## config.mk

```make
export PLATFORM = sky130hd
export DESIGN_NAME = imem_loader_flat
export DESIGN_NICKNAME = d
export VERILOG_FILES = /design/src/rtl/imem_loader_if.sv /design/src/rtl/imem_loader.sv /design/src/flat_wrapper.sv
export SDC_FILE = /design/constraint.sdc
export NUM_CORES = 1
export LEC_CHECK = 0
export CORE_MARGIN = 2
export CORE_UTILIZATION = 42
export CTS_BUF_LIST = sky130_fd_sc_hd__clkbuf_2 sky130_fd_sc_hd__clkbuf_4 sky130_fd_sc_hd__clkbuf_8
export CTS_CLUSTER_SIZE = 14
export DETAILED_ROUTE_END_ITERATION = 8
export PLACE_DENSITY = 0.78
export SLEW_MARGIN = 25
export SYNTH_ARGS = -nofsm -noshare
export SYNTH_HDL_FRONTEND = slang
export SYNTH_SLANG_ARGS = --single-unit
```

## constraint.sdc

```tcl
create_clock -name clk -period 5.1 [get_ports clk]
set_input_delay 1.02 -clock clk [delete_from_list [all_inputs] [get_ports clk]]
set_output_delay 1.02 -clock clk [all_outputs]
set_load 0.1 [all_outputs]
```

## src/rtl/imem_loader_if.sv

```systemverilog
// Byte-stream input and instruction-memory write port of the program loader.
// The slave modport is the loader's view; master is the host/memory side.
interface imem_loader_if #(
  parameter int ADDR_W = 5
) ();
  logic [7:0]        byte_in;
  logic              byte_valid;
  logic              byte_ready;
  logic              wr_en;
  logic [ADDR_W-1:0] wr_addr;
  logic [31:0]       wr_data;

  modport master (
    output byte_in, byte_valid,
    input  byte_ready, wr_en, wr_addr, wr_data
  );

  modport slave (
    input  byte_in, byte_valid,
    output byte_ready, wr_en, wr_addr, wr_data
  );
endinterface

```

## src/rtl/imem_loader.sv

```systemverilog
// Loads a little-endian byte stream into instruction memory one 32-bit word at
// a time, holding the CPU stalled until a complete program has been written.
module imem_loader #(
  parameter int DEPTH  = 32,
  parameter int ADDR_W = 5
) (
  input  logic              clk,
  input  logic              rst_n,
  input  logic              start,
  input  logic [ADDR_W:0]   word_count,
  imem_loader_if.slave      bus,
  output logic              busy,
  output logic              done,
  output logic              cpu_hold,
  output logic              err
);

  typedef enum logic [1:0] {IDLE, LOAD, WRITE, DONE} state_t;

  localparam logic [ADDR_W:0] DEPTH_W = (ADDR_W+1)'(DEPTH);

  state_t            state_q, state_d;
  logic [ADDR_W:0]   count_q;
  logic [ADDR_W-1:0] addr_q;
  logic [1:0]        byte_idx_q;
  logic [23:0]       low_q;
  logic [ADDR_W-1:0] wr_addr_q;
  logic [31:0]       wr_data_q;
  logic              err_q;

  logic              idle_like;
  logic              start_ok;
  logic              byte_acc;
  logic              last_word;
  logic [ADDR_W:0]   count_sel;

  assign idle_like = (state_q == IDLE) || (state_q == DONE);
  assign start_ok  = start && idle_like;
  assign byte_acc  = (state_q == LOAD) && bus.byte_valid;
  assign last_word = ({1'b0, addr_q} + (ADDR_W+1)'(1)) == count_q;
  // Zero and anything beyond the memory size both mean "fill the whole memory".
  assign count_sel = ((word_count == '0) || (word_count > DEPTH_W)) ? DEPTH_W : word_count;

  // NOTE: sequential state uses non-blocking (<=) so every register samples
  // pre-edge values; blocking here would create order-dependent races.
  always_ff @(posedge clk) begin
    if (!rst_n) state_q <= IDLE;
    else        state_q <= state_d;
  end

  // NOTE: every output of this block gets a default first, so no path can
  // leave a signal unassigned and infer a latch.
  always_comb begin
    state_d        = state_q;
    bus.byte_ready = 1'b0;
    bus.wr_en      = 1'b0;
    busy           = 1'b0;
    done           = 1'b0;
    cpu_hold       = 1'b1;
    unique case (state_q)
      IDLE: begin
        if (start) state_d = LOAD;
      end
      LOAD: begin
        bus.byte_ready = 1'b1;
        busy           = 1'b1;
        if (byte_acc && byte_idx_q == 2'd3) state_d = WRITE;
      end
      WRITE: begin
        bus.wr_en = 1'b1;
        busy      = 1'b1;
        state_d   = last_word ? DONE : LOAD;
      end
      DONE: begin
        done     = 1'b1;
        cpu_hold = 1'b0;
        if (start) state_d = LOAD;
      end
      default: state_d = IDLE;
    endcase
  end

  always_ff @(posedge clk) begin
    if (!rst_n) begin
      count_q    <= '0;
      addr_q     <= '0;
      byte_idx_q <= '0;
      wr_addr_q  <= '0;
      wr_data_q  <= '0;
      err_q      <= 1'b0;
    end else begin
      if (start_ok) begin
        count_q    <= count_sel;
        addr_q     <= '0;
        byte_idx_q <= '0;
        err_q      <= 1'b0;
      end else if (start) begin
        err_q <= 1'b1;
      end

      // The fourth byte goes straight into the write register with bytes 0..2.
      if (byte_acc) begin
        byte_idx_q <= byte_idx_q + 2'd1;
        if (byte_idx_q == 2'd3) begin
          wr_data_q <= {bus.byte_in, low_q};
          wr_addr_q <= addr_q;
        end
      end

      if (state_q == WRITE && !last_word) addr_q <= addr_q + ADDR_W'(1);
    end
  end

  // NOTE: the partial-word buffer is deliberately not reset: the byte index is,
  // and every byte lane is overwritten before a word can be written.
  always_ff @(posedge clk) begin
    if (byte_acc) begin
      unique case (byte_idx_q)
        2'd0:    low_q[7:0]   <= bus.byte_in;
        2'd1:    low_q[15:8]  <= bus.byte_in;
        2'd2:    low_q[23:16] <= bus.byte_in;
        default: ;
      endcase
    end
  end

  assign bus.wr_addr = wr_addr_q;
  assign bus.wr_data = wr_data_q;
  assign err         = err_q;

endmodule

```

## src/flat_wrapper.sv

```systemverilog
// flat-port wrapper written by rule: the top's interface ports become plain ports
module imem_loader_flat 
#(
  parameter int DEPTH  = 32,
  parameter int ADDR_W = 5
)
  (clk, rst_n, start, word_count, busy, done, cpu_hold, err, bus_byte_in, bus_byte_valid, bus_byte_ready, bus_wr_en, bus_wr_addr, bus_wr_data);
  imem_loader_if #(.ADDR_W(ADDR_W)) bus_i ();
  input  logic clk;
  input  logic rst_n;
  input  logic start;
  input  logic [ADDR_W:0] word_count;
  output logic busy;
  output logic done;
  output logic cpu_hold;
  output logic err;
  input wire logic [$bits(bus_i.byte_in)-1:0] bus_byte_in;
  input wire logic [$bits(bus_i.byte_valid)-1:0] bus_byte_valid;
  output wire logic [$bits(bus_i.byte_ready)-1:0] bus_byte_ready;
  output wire logic [$bits(bus_i.wr_en)-1:0] bus_wr_en;
  output wire logic [$bits(bus_i.wr_addr)-1:0] bus_wr_addr;
  output wire logic [$bits(bus_i.wr_data)-1:0] bus_wr_data;
  assign bus_i.byte_in = bus_byte_in;
  assign bus_i.byte_valid = bus_byte_valid;
  assign bus_byte_ready = bus_i.byte_ready;
  assign bus_wr_en = bus_i.wr_en;
  assign bus_wr_addr = bus_i.wr_addr;
  assign bus_wr_data = bus_i.wr_data;
  imem_loader #(.DEPTH(DEPTH), .ADDR_W(ADDR_W)) u_core (.clk(clk), .rst_n(rst_n), .start(start), .word_count(word_count), .bus(bus_i), .busy(busy), .done(done), .cpu_hold(cpu_hold), .err(err));
endmodule
```

==> results.toml, run 1 <==
[run_status]
status = "complete, no violations"

[timing]
finalClockSkew_ns = 0.0110
fin_crit_sh_pct = 66.0
slew_violations = 0
rsz0062_at_grt = "false"
setup_tns_ns = 0
fin_ws_ns = 1.73
max_slew_margin_pct = 33.8
finalHoldViolCount = 0
setup_viol = 0
clock.fmax_mhz = 297
min_period_ns = 3.37
tightest_slew_ns = 0.990

[logic_synthesis]
synth_common_cells = "nand2_1 (80), dfxtp_1 (53), a21boi_0 (40)"
post-synth-top-area-cell = "dfxtp_1"
synthCells = 305
synthTopCellsByArea = "dfxtp_1 (34%), edfxtp_1 (23%), a21boi_0 (9.7%), nand2_1 (9.7%), ha_1 (3.2%)"
synth-edff-count = 24
ys.flop_type = "dfxtp_1"
synth.net_count = 331
ys_ff_latch = 77
synth-async-reset-ratio_pct = 0
synth_warnings = 0
ys_seq_area_share_pct = 57.7
synth.most_common_cell = "nand2_1"
yosysTopAreaCellShare_pct = 34.3
ys_types = 38
avgSynthCellArea_sq_um = 10.1
syn-cell-area_sq_um = 3090

[clock_tree]
postCtsSetupBuffers = 0
clk_latency_ns = 0.35
cts_resized = 0
h-tree-depth = 3
cts_buffers = 9
clk_path_buf_depth = 2
clk_pin_slew_worst_paths_ns = 0.07
cts_sinks = 77
root_buffer = "clkbuf_8"
cts_tree = "built"
holdBufCountCts = 0

[route]
drtAntennaViolNets = 0
routedWlPerCell_um = 13.3
first_iter_violations = 92
num_vias = 2277
drt_first_pass_iters = 4
drcViolationCount = 0
drt-total-wl_mm = 6.21
viasPerCell = 4.89

[placement]
dp.cells = 450
dp_slack_ns = 2.09
gp_congestion = 0.782
hpwl_mm = 4.16
io_buffers = 60

[floorplanning]
start_util_pct = 43.1
die-area_sq_um = 8060
coreArea_sq_um = 7180
rows = 31
die_w_um = 89.8
dieHeight_um = 89.8
io_pins = 61

[setup_path]
required_ns = 4.08
crit_arrival_ns = 2.35
critPathKind = "reg2out"
startpoint_type = "flop"
end_kind = "output port"
crit_path_max_fanout = 4

[final_layout]
syn_to_final_growth_pct = 27.5
antennaDiodeCount = 0
fin_util_pct = 54.9
final_cells = 466
layout-drive-gt1-share_pct = 7.63
layout.nets = 388

[power_and_ir_drop]
vdd_drop_max_uv = 179
total_power_mw = 1.48
power.density_nw_per_um2 = 377
power.leakage_nw = 1.31

[global_route]
grt_pass1_vias = 2147
grt_overflow_total = 0
grt_max_degree = 56
grt_antenna_before_repair = 0
grt_usage_pct = 16.1
grt_pass1_wl_mm = 10.4

[hold_path]
hold_path.class = "reg2reg"

[run]
drv_cap = 0
==> worst max-delay path: stages, from the launching register on <==
cell	delay, ns
dfxtp_1	0.39
inv_1	0.06
ha_1	0.34
inv_1	0.08
clkdlybuf4s50_1	1.13
==> metrics by stage <==
stage	cell area [sq um]	hold slack, ns
2_1_floorplan	3090	0.484
3_3_place_gp	3740	0.451
3_5_place_dp	3740	0.456
4_1_cts	3940	0.468
5_1_grt	3940	0.490
6_report	3940	0.464
==> flip-flops by register name, summed over array words and instances (netlist names) <==
register and flops:
u_core.bus.wr_addr 5, u_core.low_q 24, u_core.bus.wr_data 32, u_core.state_q 2, u_core.count_q 6, u_core.addr_q 5
u_core.byte_idx_q 2, u_core.err 1
==> metal layers <==
| layer | GRT usage (%) | wire (um) |
|---|---|---|
| met4 | 8.33 | 91 |
| met2 | 25.7 | 2940 |
| met1 | 20.7 | 2910 |
| met5 | 0 | 0 |
| met3 | 3.35 | 269 |
==> path summary, 6_finish.rpt <==
path,cells after the start,end,slack (ns),startpoint
hold reg to reg,2,u_core.bus.wr_data[2]$_SDFFE_PN0P_,0.46,u_core.bus.wr_data[2]$_SDFFE_PN0P_
setup reg to reg,5,u_core.bus.wr_data[18]$_SDFFE_PN0P_,2.97,u_core.state_q[0]$_SDFFE_PN0P_
setup / recovery,4,busy,1.73,u_core.state_q[0]$_SDFFE_PN0P_
hold / removal,2,u_core.bus.wr_data[2]$_SDFFE_PN0P_,0.46,u_core.bus.wr_data[2]$_SDFFE_PN0P_
==> placed cells by master (no fill, tap or decap), types with 3 or more instances in the layout <==
cell type        synthesis  layout
a21boi_0                40      40
a21oi_1                  9       9
and3_1                   4       4
buf_4                    0       3
clkbuf_8                 0       9
clkdlybuf4s50_1          0      60
clkinvlp_4               0       3
dfxtp_1                 53      53
edfxtp_1                24      24
ha_1                     8       8
inv_1                    6       6
nand2_1                 80      80
nand3_1                 12      12
nor2_1                   6       6
nor2b_1                  5       5
nor3b_1                  5       5
o21ai_0                  7       7
xnor2_1                  4       4
==> power by group <==
part	switching, mW	leakage (nW)	internal (mW)
clock network	0.227	0.0929	0.235
registers	0.0224	0.646	0.663
logic	0.241	0.571	0.0958
==> area by class of cell <==
cell class	instances	area [sq um]
clock buffer	10	131
multi-input combinational	205	1190
timing repair buffer	63	623
clock inverter	6	70.1
fill	611	3240
sequential	77	1780
tap	99	124
inverter	6	22.5
==> cells by family after synthesis <==
kind of cell,synth area share (%)
multiplexers,0.324
adder cells (fa/ha/maj),3.24
XOR/XNOR,1.42
AO/OA/AOI/OAI,14.4
buffers and inverters,3.89
flip-flops,57.7
AND/OR/NAND/NOR,19.0
Power figures use the tool's default switching activity.
==> run 2: changes to the inputs <==
- PLACE_DENSITY: 0.78 -> 0.81
- clock period: 5.1 -> 2.7 ns (I/O delays scaled with it)
==> results.toml, run 2 (synthesized netlist as in run 1, its figures left out) <==
[placement]
dp_slack_ns = 0.639
io_buffers = 60
gp_congestion = 0.831
hpwl_mm = 4.36

[timing]
fin_ws_ns = 0.644
clock.fmax_mhz = 486
fin_crit_sh_pct = 76.1
finalClockSkew_ns = 0.00827
max_slew_margin_pct = 59.5
tightest_slew_ns = 0.606
setup_viol = 0
rsz0062_at_grt = "false"
finalHoldViolCount = 0
setup_tns_ns = 0
min_period_ns = 2.06
slew_violations = 0

[floorplanning]
dieHeight_um = 89.8
start_util_pct = 43.1
rows = 31
die_w_um = 89.8
die-area_sq_um = 8060
coreArea_sq_um = 7180
io_pins = 61

[route]
viasPerCell = 4.85
drt_first_pass_iters = 4
first_iter_violations = 144
num_vias = 2269
routedWlPerCell_um = 13.4
drt-total-wl_mm = 6.28
drtAntennaViolNets = 0
drcViolationCount = 0

[clock_tree]
cts_resized = 0
root_buffer = "clkbuf_8"
clk_latency_ns = 0.34
cts_buffers = 9
postCtsSetupBuffers = 0
clk_pin_slew_worst_paths_ns = 0.08
h-tree-depth = 3
cts_tree = "built"
holdBufCountCts = 0
cts_sinks = 77
clk_path_buf_depth = 2

[hold_path]
min_path_cells = 2
hold_end = "u_core.bus.wr_data[13]$_SDFFE_PN0P_"
hold_path.class = "reg2reg"
min_from = "u_core.bus.wr_data[13]$_SDFFE_PN0P_"

[power_and_ir_drop]
vdd_drop_max_uv = 406
p_switching_mw = 0.901
total_power_mw = 2.87
power.leakage_nw = 1.42
power.density_nw_per_um2 = 741
seq_power_share_pct = 45.1
switching_share_pct = 31.4
combPwrFrac_pct = 21.9
p_int_mw = 1.97
power.share.clock_pct = 33.0

[setup_path]
critPathKind = "reg2reg"
cpPeakStageDelay_ns = 0.41
rrSetupSlack_ns = 0.64
crit_arrival_ns = 2.33
r2r-start = "u_core.addr_q[0]$_SDFFE_PN0P_"
cp_common_cell = "o21ai_2"
end_kind = "flop"
startpoint_type = "flop"
crit_path_max_fanout = 8
r2r_end = "u_core.addr_q[0]$_SDFFE_PN0P_"
reg2regPathDepth = 7
required_ns = 2.98
crit_path_top_delay_cell = "or3b_1"
cp_cell_sequence = "ha_1 > and3b_1 > or3_1 > a31oi_2 > o21ai_2 > or3b_1 > o21ai_2"

[run]
drv_cap = 0

[final_layout]
layout-drive-gt1-share_pct = 19.8
fin_util_pct = 53.9
nFillCells = 613
layout.nets = 390
final_cell_mix = "nand2_1 (80), dfxtp_1 (53), buf_4 (48)"
final_common_cell = "nand2_1"
antennaDiodeCount = 0
largest_register_ff_count = 32
syn_to_final_growth_pct = 25.3

[global_route]
grt_pass1_vias = 2185
grt_pass1_wl_mm = 10.4
grt_overflow_total = 0
grt_usage_pct = 16.2
grt_max_degree = 38
grt_antenna_before_repair = 0

[run_status]
status = "complete, no violations"
==> run 2: changes by cell type in the layout (fill, tap and decap cells not counted), sizes merged <==
cell,before,now
clkinvlp,3,1
buf,3,48
bufinv,1,2
inv,8,7
clkdlybuf4s50,60,17
clkinv,0,1
clkbuf,10,11
==> run 2: how the worst max path moves through the flow <==
stage	from	to	slack, ns	cells past startpoint
after global placement	start	u_core.addr_q[2]$_SDFFE_PN0P_	0.68	4
final	u_core.addr_q[0]$_SDFFE_PN0P_	u_core.addr_q[0]$_SDFFE_PN0P_	0.64	7
after CTS	u_core.addr_q[0]$_SDFFE_PN0P_	u_core.addr_q[0]$_SDFFE_PN0P_	0.64	7
after floorplan	u_core.state_q[0]$_SDFFE_PN0P_	cpu_hold	0.31	2
after detailed placement	start	u_core.addr_q[2]$_SDFFE_PN0P_	0.64	4
after global routing	u_core.addr_q[0]$_SDFFE_PN0P_	u_core.addr_q[0]$_SDFFE_PN0P_	0.50	7
==> run 2: power by group through the flow <==
stage | combinational (mW) | clock [mW] | sequential [mW]
6_report | 0.629 | 0.948 | 1.29
3_5_place_dp | 0.628 | 0 | 1.32
5_1_grt | 0.672 | 1.01 | 1.30
2_1_floorplan | 0.478 | 0 | 1.33
4_1_cts | 0.630 | 0.971 | 1.29
3_3_place_gp | 0.614 | 0 | 1.32
==> run 2: per-stage QoR <==
step | cells | hold WS [ns] | instance area [sq um]
floorplan | 305 | 0.484 | 3090
finish | 468 | 0.465 | 3870
global placement | 452 | 0.453 | 3650
detailed placement | 452 | 0.458 | 3650
CTS | 468 | 0.469 | 3870
global route | 468 | 0.487 | 3870
==> run 2: cell type report <==
type | instances | area [sq um] | share of cell area (%)
sequential | 77 | 1780 | 46.0
multi-input combinational | 205 | 1190 | 30.7
timing repair buffer | 65 | 531 | 13.7
clock buffer | 11 | 139 | 3.59
tap | 99 | 124 | 3.20
clock inverter | 5 | 85.1 | 2.20
inverter | 6 | 22.5 | 0.582
==> run 2: critical path: cells and delay by family (launching register included) <==
kind                     cells  cell delay, ns
AND/OR/NAND/NOR              3            0.94
AO/OA/AOI/OAI                3            0.41
flip-flops                   1            0.38
adder cells (fa/ha/maj)      1            0.27
==> run 2: per-layer routing <==
layer | vias to the layer above | routed length [um] | global-route usage [%]
met1 | 1050 | 2830 | 20.2
met5 | - | 0 | 0
met2 | 59 | 3040 | 25.9
li1 | 1151 | - | -
met4 | 0 | 140 | 7.69
met3 | 9 | 279 | 4.53
==> run 3: changes to the inputs <==
- PLACE_DENSITY: 0.81 -> 0.78
- clock period: 2.7 -> 2.1 ns (I/O delays scaled with it)
==> results.toml, run 3 (synthesized netlist as in run 1, its figures left out) <==
[setup_path]
r2r_end = "u_core.addr_q[0]$_SDFFE_PN0P_"
crit_arrival_ns = 2.28
critPathKind = "reg2reg"
reg2regPathDepth = 7
rrSetupSlack_ns = 0.10
r2r-start = "u_core.addr_q[1]$_SDFFE_PN0P_"
startpoint_type = "flop"
end_kind = "flop"
crit_path_max_fanout = 8
required_ns = 2.39

[route]
routedWlPerCell_um = 13.0
num_vias = 2259
drtAntennaViolNets = 0
viasPerCell = 4.80
first_iter_violations = 90
drt_first_pass_iters = 4
drt-total-wl_mm = 6.12
drcViolationCount = 0

[hold_path]
hold_end = "u_core.bus.wr_data[0]$_SDFFE_PN0P_"
hold_path.class = "reg2reg"
min_path_cells = 2
min_from = "u_core.bus.wr_data[0]$_SDFFE_PN0P_"

[final_layout]
antennaDiodeCount = 0
syn_to_final_growth_pct = 27.9
register_area_sq_um = 1780
layout.nets = 393
largest_register_ff_count = 32
fin_util_pct = 55.1
nFillCells = 645
multi_input_area_sq_um = 1190
final_common_cell = "nand2_1"
layout-drive-gt1-share_pct = 21.0
final_cell_mix = "nand2_1 (80), dfxtp_1 (53), buf_4 (45)"

[power_and_ir_drop]
seq_power_share_pct = 44.0
power.density_nw_per_um2 = 951
switching_share_pct = 33.1
power.leakage_nw = 1.45
p_int_mw = 2.52
vdd_drop_max_uv = 628
power.share.clock_pct = 30.7
combPwrFrac_pct = 25.3
p_switching_mw = 1.24

[timing]
rsz0062_at_grt = "false"
fin_crit_sh_pct = 95.0
clock.fmax_mhz = 501
setup_viol = 0
slew_violations = 0
setup_tns_ns = 0
tightest_slew_ns = 0.415
max_slew_margin_pct = 72.3
finalHoldViolCount = 0
min_period_ns = 2.00
finalClockSkew_ns = 0.00751

[clock_tree]
postCtsSetupBuffers = 0
cts_tree = "built"
holdBufCountCts = 0
cts_sinks = 77
cts_buffers = 9
root_buffer = "clkbuf_8"
clk_pin_slew_worst_paths_ns = 0.08
clk_path_buf_depth = 2
h-tree-depth = 3
clk_latency_ns = 0.35
cts_resized = 0

[global_route]
grt_use_met1_pct = 19.0
grt_pass1_wl_mm = 9.86
met2_usage_pct = 25.1
met3_usage_pct = 4.36
grt_max_degree = 34
grt_overflow_total = 0
grt_usage_pct = 15.5
grt_antenna_before_repair = 0
grt_busiest_layer = "met2"
grt_pass1_vias = 2085

[floorplanning]
die_w_um = 89.8
io_pins = 61
dieHeight_um = 89.8
coreArea_sq_um = 7180
rows = 31
start_util_pct = 43.1
die-area_sq_um = 8060

[placement]
hpwl_mm = 4.33
gp_congestion = 0.851
io_buffers = 60

[run_status]
status = "complete, no violations"

[run]
drv_cap = 0
-- run 3: cell count changes in the layout (fill, tap and decap cells not counted), sizes merged --
cell	change
buf	+3
inv	+3
clkbuf	-2
bufinv	-1
-- run 3: area by class of cell --
type | count | share of cell area, %
well taps | 99 | 3.13
clock buffers | 9 | 3.13
multi-input cells | 205 | 30.2
clock inverters | 7 | 2.03
repair buffers | 68 | 15.9
flip-flops and latches | 77 | 45.1
inverters | 6 | 0.570
-- run 3: how the worst max path moves through the flow --
stage	startpoint	end	cells past startpoint
finish	u_core.addr_q[1]$_SDFFE_PN0P_	u_core.addr_q[0]$_SDFFE_PN0P_	7
global route	u_core.addr_q[1]$_SDFFE_PN0P_	u_core.addr_q[0]$_SDFFE_PN0P_	7
CTS	u_core.addr_q[1]$_SDFFE_PN0P_	u_core.addr_q[0]$_SDFFE_PN0P_	7
detailed placement	u_core.addr_q[1]$_SDFFE_PN0P_	u_core.addr_q[0]$_SDFFE_PN0P_	7
global placement	u_core.addr_q[1]$_SDFFE_PN0P_	u_core.addr_q[0]$_SDFFE_PN0P_	7
floorplan	u_core.state_q[0]$_SDFFE_PN0P_	u_core.state_q[1]$_SDFFE_PN0P_	8
-- run 3: worst max-delay path: stages, from the launching register on --
cell	delay (ns)
dfxtp_1	0.37
ha_1	0.25
and3b_1	0.17
or3_1	0.35
a31oi_2	0.18
o21ai_2	0.14
or3b_1	0.41
o21ai_2	0.06
-- run 3: power groups by stage --
stage	Sequential (mW)	Combinational (mW)	Clock, mW
floorplan	1.71	0.620	0
detailed placement	1.69	0.957	0
finish	1.65	0.951	1.15
global route	1.66	1.01	1.23
CTS	1.65	0.958	1.18
global placement	1.69	0.940	0
-- run 3: stage by stage --
step	worst slack, ns	power [mW]	std cells	area [sq um]	hold slack, ns
2_1_floorplan	0.0750	2.33	305	3090	0.484
3_3_place_gp	0.200	2.63	455	3750	0.452
3_5_place_dp	0.125	2.64	455	3750	0.457
4_1_cts	0.116	3.79	471	3950	0.468
5_1_grt	0.0168	3.90	471	3950	0.489
6_report	0.105	3.76	471	3950	0.464
-- run 3: routing by layer --
| layer | routed length, um | up-vias |
|---|---|---|
| met5 | 0 | - |
| met4 | 119 | 0 |
| met3 | 319 | 9 |
| met2 | 2850 | 54 |
| met1 | 2840 | 1045 |
| li1 | - | 1151 |
